$ cat config.mk
export PLATFORM = sky130hd
export DESIGN_NAME = booth_mul8_flat
export DESIGN_NICKNAME = d
export VERILOG_FILES = /design/src/rtl/booth_mul8_if.sv /design/src/rtl/booth_mul8.sv /design/src/flat_wrapper.sv
export SDC_FILE = /design/constraint.sdc
export NUM_CORES = 1
export LEC_CHECK = 0
export ABC_AREA = 1
export CAP_MARGIN = 20
export CORE_MARGIN = 2
export CORE_UTILIZATION = 35
export CTS_CLUSTER_SIZE = 28
export DETAILED_ROUTE_END_ITERATION = 10
export PLACE_DENSITY = 0.63
export SYNTH_ARGS = -nofsm -noshare
export SYNTH_HDL_FRONTEND = slang
export SYNTH_SLANG_ARGS = --single-unit
$ cat constraint.sdc
create_clock -name clk -period 2.37 [get_ports clk]
set_input_delay 0.474 -clock clk [delete_from_list [all_inputs] [get_ports clk]]
set_output_delay 0.474 -clock clk [all_outputs]
set_load 0.01 [all_outputs]
$ cat src/rtl/booth_mul8_if.sv
// Start/done handshake bundle for the Booth multiplier: operands in, product and ALU flags out.
interface booth_mul8_if #(
  parameter int unsigned WIDTH = 8
);
  logic                   start;
  logic [WIDTH-1:0]       multiplicand;
  logic [WIDTH-1:0]       multiplier;
  logic [2*WIDTH-1:0]     product;
  logic                   done;
  logic                   busy;
  logic                   zero;
  logic                   negative;

  modport master (
    output start, multiplicand, multiplier,
    input  product, done, busy, zero, negative
  );

  modport slave (
    input  start, multiplicand, multiplier,
    output product, done, busy, zero, negative
  );
endinterface

$ cat src/rtl/booth_mul8.sv
// Sequential radix-2 Booth multiplier: signed WIDTH x WIDTH -> 2*WIDTH product in a fixed
// 2*ITER+1 cycles, with registered zero/negative flags for the ALU flag mux.
module booth_mul8 #(
  parameter int unsigned WIDTH = 8,
  parameter int unsigned ITER  = WIDTH
) (
  input logic        clk,
  input logic        rst,
  booth_mul8_if.slave bus
);

  localparam logic [1:0] StIdle  = 2'd0;
  localparam logic [1:0] StEval  = 2'd1;
  localparam logic [1:0] StShift = 2'd2;
  localparam logic [1:0] StDone  = 2'd3;

  logic [1:0]         state_q, state_d;
  // A and M carry one extra bit so that A - M with M = -2^(WIDTH-1) cannot overflow.
  logic [WIDTH:0]     a_q, a_d;
  logic [WIDTH:0]     m_q, m_d;
  logic [WIDTH-1:0]   q_q, q_d;
  logic               q1_q, q1_d;
  logic [3:0]         count_q, count_d;
  logic [2*WIDTH-1:0] product_q, product_d;
  logic               done_q, done_d;
  logic               busy_q, busy_d;
  logic               zero_q, zero_d;
  logic               negative_q, negative_d;

  logic               sub;
  logic [WIDTH:0]     addend;
  logic [WIDTH:0]     sum;
  logic [2*WIDTH-1:0] result;

  // Single add/sub datapath: pair 10 subtracts (A + ~M + 1), pair 01 adds.
  assign sub    = q_q[0];
  assign addend = sub ? ~m_q : m_q;
  assign sum    = a_q + addend + {{WIDTH{1'b0}}, sub};
  assign result = {a_q[WIDTH-1:0], q_q};

  always_comb begin
    state_d    = state_q;
    a_d        = a_q;
    m_d        = m_q;
    q_d        = q_q;
    q1_d       = q1_q;
    count_d    = count_q;
    product_d  = product_q;
    done_d     = done_q;
    busy_d     = busy_q;
    zero_d     = zero_q;
    negative_d = negative_q;

    unique case (state_q)
      StIdle: begin
        done_d = 1'b0;
        if (bus.start) begin
          a_d     = '0;
          q_d     = bus.multiplier;
          q1_d    = 1'b0;
          m_d     = {bus.multiplicand[WIDTH-1], bus.multiplicand};
          count_d = '0;
          busy_d  = 1'b1;
          state_d = StEval;
        end
      end
      StEval: begin
        if (q_q[0] ^ q1_q) begin
          a_d = sum;
        end
        state_d = StShift;
      end
      StShift: begin
        a_d     = {a_q[WIDTH], a_q[WIDTH:1]};
        q_d     = {a_q[0], q_q[WIDTH-1:1]};
        q1_d    = q_q[0];
        count_d = count_q + 4'd1;
        state_d = (count_q == 4'(ITER - 1)) ? StDone : StEval;
      end
      StDone: begin
        product_d  = result;
        zero_d     = (result == '0);
        negative_d = a_q[WIDTH-1];
        done_d     = 1'b1;
        busy_d     = 1'b0;
        state_d    = StIdle;
      end
      default: state_d = StIdle;
    endcase
  end

  always_ff @(posedge clk) begin
    if (rst) begin
      state_q    <= StIdle;
      a_q        <= '0;
      m_q        <= '0;
      q_q        <= '0;
      q1_q       <= 1'b0;
      count_q    <= '0;
      product_q  <= '0;
      done_q     <= 1'b0;
      busy_q     <= 1'b0;
      zero_q     <= 1'b0;
      negative_q <= 1'b0;
    end else begin
      state_q    <= state_d;
      a_q        <= a_d;
      m_q        <= m_d;
      q_q        <= q_d;
      q1_q       <= q1_d;
      count_q    <= count_d;
      product_q  <= product_d;
      done_q     <= done_d;
      busy_q     <= busy_d;
      zero_q     <= zero_d;
      negative_q <= negative_d;
    end
  end

  assign bus.product  = product_q;
  assign bus.done     = done_q;
  assign bus.busy     = busy_q;
  assign bus.zero     = zero_q;
  assign bus.negative = negative_q;

endmodule
$ cat src/flat_wrapper.sv
// flat-port wrapper written by rule: the top's interface ports become plain ports
module booth_mul8_flat 
#(
  parameter int unsigned WIDTH = 8,
  parameter int unsigned ITER  = WIDTH
)
  (clk, rst, bus_start, bus_multiplicand, bus_multiplier, bus_product, bus_done, bus_busy, bus_zero, bus_negative);
  booth_mul8_if #(.WIDTH(WIDTH)) bus_i ();
  input logic clk;
  input logic rst;
  input wire logic [$bits(bus_i.start)-1:0] bus_start;
  input wire logic [$bits(bus_i.multiplicand)-1:0] bus_multiplicand;
  input wire logic [$bits(bus_i.multiplier)-1:0] bus_multiplier;
  output wire logic [$bits(bus_i.product)-1:0] bus_product;
  output wire logic [$bits(bus_i.done)-1:0] bus_done;
  output wire logic [$bits(bus_i.busy)-1:0] bus_busy;
  output wire logic [$bits(bus_i.zero)-1:0] bus_zero;
  output wire logic [$bits(bus_i.negative)-1:0] bus_negative;
  assign bus_i.start = bus_start;
  assign bus_i.multiplicand = bus_multiplicand;
  assign bus_i.multiplier = bus_multiplier;
  assign bus_product = bus_i.product;
  assign bus_done = bus_i.done;
  assign bus_busy = bus_i.busy;
  assign bus_zero = bus_i.zero;
  assign bus_negative = bus_i.negative;
  booth_mul8 #(.WIDTH(WIDTH), .ITER(ITER)) u_core (.clk(clk), .rst(rst), .bus(bus_i));
endmodule
# [Yosys cells after proc, flatten, opt, wreduce, memory -nomap -nowiden]
# Index checks and enable logic that the tools add are counted.
[op_classes] eq_ne=6 n_addsub=3 n_reduce_logical=11 bitwise_logic=3 muxes=16
[ops] op="$mux 9" n=3
[ops] op="$pmux 9 s3" n=1
[ops] op="$logic_not 16->1" n=1
[ops] op="$pmux 8 s2" n=1
[ops] op="$add 9x1->9" n=1
[ops] op="$add 9x9->9" n=1
[ops] op="$not 9->9" n=1
[ops] op="$mux 8" n=1
[ops] op="$pmux 2 s4" n=1
[ops] op="$pmux 4 s2" n=1
[ops] op="$pmux 1 s2" n=3
[ops] op="$reduce_and 2->1" n=3
[ops] op="$reduce_bool 2->1" n=3
[ops] op="$add 4x1->4 const B" n=1
[ops] op="$eq 2x2->1 const B" n=2
[ops] op="$eq 4x3->1 const B" n=1
[ops] op="$mux 2" n=2
[ops] op="$mux 4" n=1
[ops] op="$reduce_and 4->1" n=1
[ops] op="$reduce_and 3->1" n=1
[ops] op="$reduce_bool 3->1" n=1
[ops] op="$eq 2x1->1 const B" n=1
[ops] op="$logic_not 2->1" n=1
[ops] op="$mux 1" n=2
[ops] op="4 further kinds" n=4
[word_totals] output_inout_bits=20 inputBits=19 regBits=52 wordCells=51

# [Depth between registers and ports, before layout]
# Gate-level depths: netlist of the first run.
[logic_depth] ltp_word=6 mapped_depth=14

# [Worst setup path before layout of the first run]
# No wires, ideal clock.
[synth_path] path_type="register to register" from="register u_core.q_q[0]" to="register u_core.a_q[8]" t_arrival_ns=1.719 path_slack_ns=0.514 path_stages_with_launch=11 t_required_ns=2.233 path_cell_list="dfxtp_1 buf_6 xor2_1 fa_1 nand3_1 nand2_1 nand2_1 o21ai_0 or2_1 nand3_1 a21oi_1"
[synth_between] elab_chain_len=5 elab_cells_between_ends=8 classes_between="add/sub (2); eq/ne (1); mux (3); bitwise (1); reduce/logical (1)"
[synth_lines] item="from (decl)" line="booth_mul8.sv:21" rtl="logic [WIDTH-1:0] q_q, q_d;"
[synth_lines] item="from (signal assigned)" line="booth_mul8.sv:109" rtl="q_q <= q_d;"
[synth_lines] item="$mux 9" line="booth_mul8.sv:37" rtl="assign addend = sub ? ~m_q : m_q;"
[synth_lines] item="$add 9x9->9" line="booth_mul8.sv:38" rtl="assign sum = a_q + addend + {{WIDTH{1'b0}}, sub};"
[synth_lines] item="$add 9x1->9" line="booth_mul8.sv:38"
[synth_lines] item="$mux 9" line="booth_mul8.sv:68" rtl="if (q_q[0] ^ q1_q) begin"
[synth_lines] item="$pmux 9 s3" line="booth_mul8.sv:54" rtl="unique case (state_q)"
[synth_lines] item="to (signal assigned)" line="booth_mul8.sv:95" rtl="a_q <= '0;"
[synth_lines] item="to (signal assigned)" line="booth_mul8.sv:107" rtl="a_q <= a_d;"
[synth_lines] item="to (decl)" line="booth_mul8.sv:19" rtl="logic [WIDTH:0] a_q, a_d;"
# Several ways; a longest one is shown, not always the timed one. The select of a mux whose other input is x is not followed.
# A chain may end at the register's enable or synchronous reset.

# [Worst setup path in the final report of the first run]
# Same ends and word-level chain as after synthesis.

==> metrics, run 1 <==
status complete, no violations; final RePlAce weighted congestion 0.854; CP Capture Point u_core.a_q[8]; top area cells in the synthesized netlist dfxtp_1 (40%), nand2_1 (8.9%), o21ai_0 (8.6%); synthesized flop and latch total 51; floorplan core area 7180 um2; die area 8020 um2; Via Count 2312; count of input and output buffers 38; unrepaired setup endpoints after global routing false; share of cells above drive strength 1 0.0871; post-synthesis mux area share 0; xor/xnor share of the synthesized area 0.0410; synth warn 0; Yosys top cell by area dfxtp_1; Tcrit/Tclk final 0.883; syn_area_per_cell 7.51 um2; final WL 6.39 mm; H-tree depth 2; combinational group share of total power 0.231; worst-margin pin slew 548 ps; PwrDens 647 nW/um2; Die Wd 89.6 um; diode count 0; net switching power 0.627 mW; Clock Skew 8.45 ps; clock share of power 0.299; fill count 736; Compound-Gate Fraction of Synth Area 0.199; post-synth net total 373; DRT iter0 DRCs 130; Vias/cell 4.84; worst-path fanout max 8; Clk Latency, worst-skew pair 300 ps; required time of the critical path 2560 ps; R2R Path End u_core.a_q[8]; R2R cell count 9; area of the multi-input gates 1360 um2; hold_buf cts 0; final std cells w/o fill 478; placed instance area 3040 um2; Mapped Cells 341; clk sinks 51; Final Cell Area 3160 um2; Netlist cell types 36; initial core utilization 0.357; minimum clock period 2090 ps; Final nets 410; drc violations 0; Tot Pwr 2.04 mW; Final Max Tran Viols 0; vias in the first global route 2192; simple-gate portion of the synthesized area 0.223; CTS tree built; post-CTS sizing 0; clock transition at the registers of the reported paths 90 ps; fmax 478 MHz; ys async rst share 0; crit path from u_core.q_q[0]; crit path kind flip-flop to flip-flop; Post-Synth Adder-Cell Area 0.0664; worst r2r src u_core.q_q[0]; first drt pass iteration count 4; largest net degree at the start of global routing 33; final worst slack 277 ps; clk buf depth 2; CP Launch Type flip-flop; placed insts 470; DP Wirelength 4.52 mm; Int Power 1.42 mW; worst hold path class flip-flop to flip-flop; clock buffer count from CTS 5; Cell Rows 31; register area 1020 um2; Top FF cell, synth dfxtp_1; P_leak 1.36 nW; Max-cap violations 0; largest family of logic cells by synthesized area simple AND/OR/NAND/NOR gates; post-synth top area share 0.398; Area Overhead vs Synth 23.2%; first-pass GRT wire length 10.7 mm; CP endpoint kind flip-flop; Total GRT Usage 0.172; Post-DRT Antenna Nets 0; sequential area share after synthesis 0.398; GR Overflow Total 0; initial antenna violation count 0; I/O pin count 39; Die H 89.6 um; Post-synth EDFFs 0; Setup Buffers After CTS 0; Netlist Area Pre-Place 2560 um2; Final Hold Fails 0; relative slew slack 0.634; WL/cell 13.4 um; VDD IR max 361 uV; setup_tns 0 ps; CTS Root Buffer Type clkbuf_8; Sw Share 0.307; Reg power frac 0.470; # setup viols final 0; Setup WS pre-CTS 296 ps; worst path arrival time 2290 ps; r2r setup slk 280 ps
cells in the mapped netlist, types with 2 or more instances:
cell type,instances
ha_1,12
inv_2,5
xor2_1,10
nor2_1,36
dfxtp_1,51
nand2_4,5
nor4_1,2
nor3_1,2
clkbuf_1,9
inv_1,26
a21oi_1,33
nand2_1,61
xnor2_1,2
o21ai_0,44
nand2_2,2
nand3_1,9
a31oi_1,5
buf_2,3
o21ai_2,2
a21oi_2,3
nand4_1,4
state kept, by name (all words and copies together) (netlist names):
signal and cells:
u_core.bus.done 1, u_core.a_q 9, u_core.bus.product 16, u_core.count_q 4, u_core.state_q 2, u_core.bus.busy 1, u_core.bus.zero 1, u_core.q1_q 1
u_core.m_q 8, u_core.q_q 8
kinds of logic (layout without fill, tap and decap cells):
kind of cell,after synthesis,after routing
AOI/OAI and AO/OA,94,94
xor gates and xnor gates,12,12
adders and majority gates,13,13
buffers and inverters,45,83
DFF,51,51
and+or+nand+nor,126,126
worst min-delay path by stage:
stage             startpoint            end  depth (start not counted)
3_5_place_dp     u_core.q1_q    u_core.q1_q                          2
5_1_grt        u_core.a_q[3]  u_core.a_q[3]                          2
3_3_place_gp   u_core.q_q[6]  u_core.q_q[5]                          2
4_1_cts          u_core.q1_q    u_core.q1_q                          2
6_report         u_core.q1_q    u_core.q1_q                          2
2_1_floorplan  u_core.q_q[6]  u_core.q_q[5]                          2
power groups by stage:
stage | clock network, mW | registers (mW) | logic [mW]
after floorplan | 0 | 0.970 | 0.327
after global placement | 0 | 0.980 | 0.463
after detailed placement | 0 | 0.982 | 0.465
after global routing | 0.655 | 0.970 | 0.527
after CTS | 0.632 | 0.962 | 0.472
final | 0.611 | 0.961 | 0.471
layout by cell type, fill, tap and decap left out, types with 6 or more instances in the layout:
cell / Yosys / final
clkdlybuf4s50_1: 0 / 38
nand2_1: 61 / 61
a21oi_1: 33 / 33
nand3_1: 9 / 9
inv_1: 26 / 26
dfxtp_1: 51 / 51
buf_4: 1 / 6
nor2_1: 36 / 36
ha_1: 12 / 12
xor2_1: 10 / 10
o21ai_0: 44 / 44
per-stage QoR:
stage	util	hold slack (ps)
detailed placement	0.424	466
global route	0.440	524
global placement	0.424	456
floorplan	-	451
CTS	0.440	481
finish	0.440	480
layer usage:
metal / wire (um) / share of wire / vias to the layer above / track usage
met3: 305 / 0.048 / 6 / 0.0286
met4: 59 / 0.0092 / 0 / 0.0393
met2: 3040 / 0.48 / 51 / 0.283
met5: 0 / 0 / - / 0
met1: 2980 / 0.47 / 1056 / 0.236
li1: - / - / 1199 / -
layout make-up:
type                       count  area share
clock buffer                   5      0.0218
clock inverter                 3      0.0139
inverter                      31      0.0369
multi-input combinational    245       0.430
sequential                    51       0.323
tap                           99      0.0392
timing repair buffer          44       0.135
worst max-delay path, cell delays in order, from the launching register on:
cell     delay [ps]
dfxtp_1         600
xor2_1          200
fa_1            460
nand3_1         100
nand2_1          80
nand2_1         100
o21ai_0         100
or2_1           220
nand3_1          70
a21oi_1          60
Power figures use the tool's default switching activity.
==> run 2, diff against run 1 <==
--- a/config.mk
+++ b/config.mk
@@ -7,7 +7,6 @@
 export LEC_CHECK = 0
 export ABC_AREA = 1
 export CAP_MARGIN = 20
-export CORE_MARGIN = 2
 export CORE_UTILIZATION = 35
 export CTS_CLUSTER_SIZE = 28
 export DETAILED_ROUTE_END_ITERATION = 10
==> run 2 against run 1 <==
Register-to-register slack got worse by 30 ps. Fmax decreased by 1.4%. Power decreased by 3.3%. Clock skew increased by 1.6 ps. Final cell count decreased by 0.21%. Global-route usage increased by 0.82 points. Critical endpoint unchanged. Largest power group unchanged. Highest routed layer unchanged.
==> metrics, run 2 (synthesis results as in run 1) <==
status complete, no violations; worst path arrival time 2320 ps; diode count 0; P_leak 1.37 nW; worst-margin pin slew 467 ps; most frequent cells in the layout nand2_1 (61), dfxtp_1 (51), o21ai_0 (44); leading cell type in the layout, fill and taps excluded nand2_1; fill count 722; CP Capture Point u_core.a_q[8]; Tot Pwr 1.98 mW; Via Count 2326; Die H 87.6 um; vias in the first global route 2252; worst-path fanout max 8; CTS tree built; clk sinks 51; initial antenna violation count 0; Vias/cell 4.88; clock transition at the registers of the reported paths 100 ps; relative slew slack 0.688; unrepaired setup endpoints after global routing false; Area Overhead vs Synth 23.0%; R2R Path End u_core.a_q[8]; Max-cap violations 0; # setup viols final 0; fmax 471 MHz; first drt pass iteration count 4; CP endpoint kind flip-flop; H-tree depth 2; Setup Buffers After CTS 0; Clk Latency, worst-skew pair 300 ps; final RePlAce weighted congestion 0.852; drc violations 0; Final Max Tran Viols 0; die area 7670 um2; worst r2r src u_core.q_q[0]; final WL 6.40 mm; GR Overflow Total 0; count of input and output buffers 38; final std cells w/o fill 477; floorplan core area 6940 um2; Tcrit/Tclk final 0.896; initial core utilization 0.369; clk buf depth 2; PwrDens 627 nW/um2; CTS Root Buffer Type clkbuf_8; Final nets 412; I/O pin count 39; worst hold path class flip-flop to flip-flop; Cell Rows 30; WL/cell 13.4 um; placed insts 469; Final Hold Fails 0; R2R cell count 9; required time of the critical path 2570 ps; hold_buf cts 0; setup_tns 0 ps; CP Launch Type flip-flop; first-pass GRT wire length 10.7 mm; share of cells above drive strength 1 0.0919; post-CTS sizing 0; Clock Skew 10.0 ps; Post-DRT Antenna Nets 0; DRT iter0 DRCs 73; Total GRT Usage 0.180; minimum clock period 2120 ps; VDD IR max 245 uV; max reg flops 16; Die Wd 87.6 um; r2r setup slk 250 ps; largest net degree at the start of global routing 33; crit path kind flip-flop to flip-flop; DP Wirelength 4.48 mm; crit path from u_core.q_q[0]; clock buffer count from CTS 5
## run 2: cell count changes in the layout (fill, tap and decap cells not counted), sizes merged
cell and delta:
buf +2, bufinv -1, clkbuf +1, clkinv -1
inv +1
## run 2: stage by stage
stage	hold WS, ps	utilization	instance area (um2)	worst slack [ps]
3_3_place_gp	456	0.440	3060	369
5_1_grt	502	0.454	3150	109
6_report	482	0.454	3150	247
2_1_floorplan	451	-	2560	514
3_5_place_dp	467	0.440	3060	279
4_1_cts	482	0.454	3150	252
## run 2: layout make-up
class                      count  area [um2]  area share
timing repair buffer          46         440       0.140
inverter                      31         116      0.0369
tap                           96         120      0.0381
clock inverter                 2        13.8     0.00437
sequential                    51        1020       0.324
clock buffer                   6        82.6      0.0262
multi-input combinational    245        1360       0.431
## run 2: power by group
| part | total [mW] | switching (mW) | internal (mW) |
|---|---|---|---|
| clock network | 0.539 | 0.299 | 0.239 |
| logic | 0.476 | 0.282 | 0.194 |
| registers | 0.961 | 0.0485 | 0.912 |
## run 2: worst min path at each step
stage                       start       endpoint  depth (start not counted)  slack (ps)
global route          u_core.q1_q    u_core.q1_q                          2         500
detailed placement    u_core.q1_q    u_core.q1_q                          2         470
CTS                   u_core.q1_q    u_core.q1_q                          2         480
finish                u_core.q1_q    u_core.q1_q                          2         480
global placement    u_core.q_q[6]  u_core.q_q[5]                          2         460
floorplan           u_core.q_q[6]  u_core.q_q[5]                          2         450
## run 2: layer usage
| layer | share of wire | GRT usage | up-vias | wire length [um] |
|---|---|---|---|---|
| met5 | 0 | 0 | - | 0 |
| met4 | 0.016 | 0.0537 | 0 | 105 |
| met3 | 0.036 | 0.0283 | 9 | 232 |
| met2 | 0.45 | 0.303 | 47 | 2850 |
| met1 | 0.50 | 0.238 | 1063 | 3210 |
| li1 | - | - | 1207 | - |
## run 2: critical path: stages (launching register included)
cell	delay (ps)
dfxtp_1	620
xor2_1	190
fa_1	460
nand3_1	110
nand2_1	80
nand2_1	100
o21ai_0	100
or2_1	220
nand3_1	70
a21oi_1	60
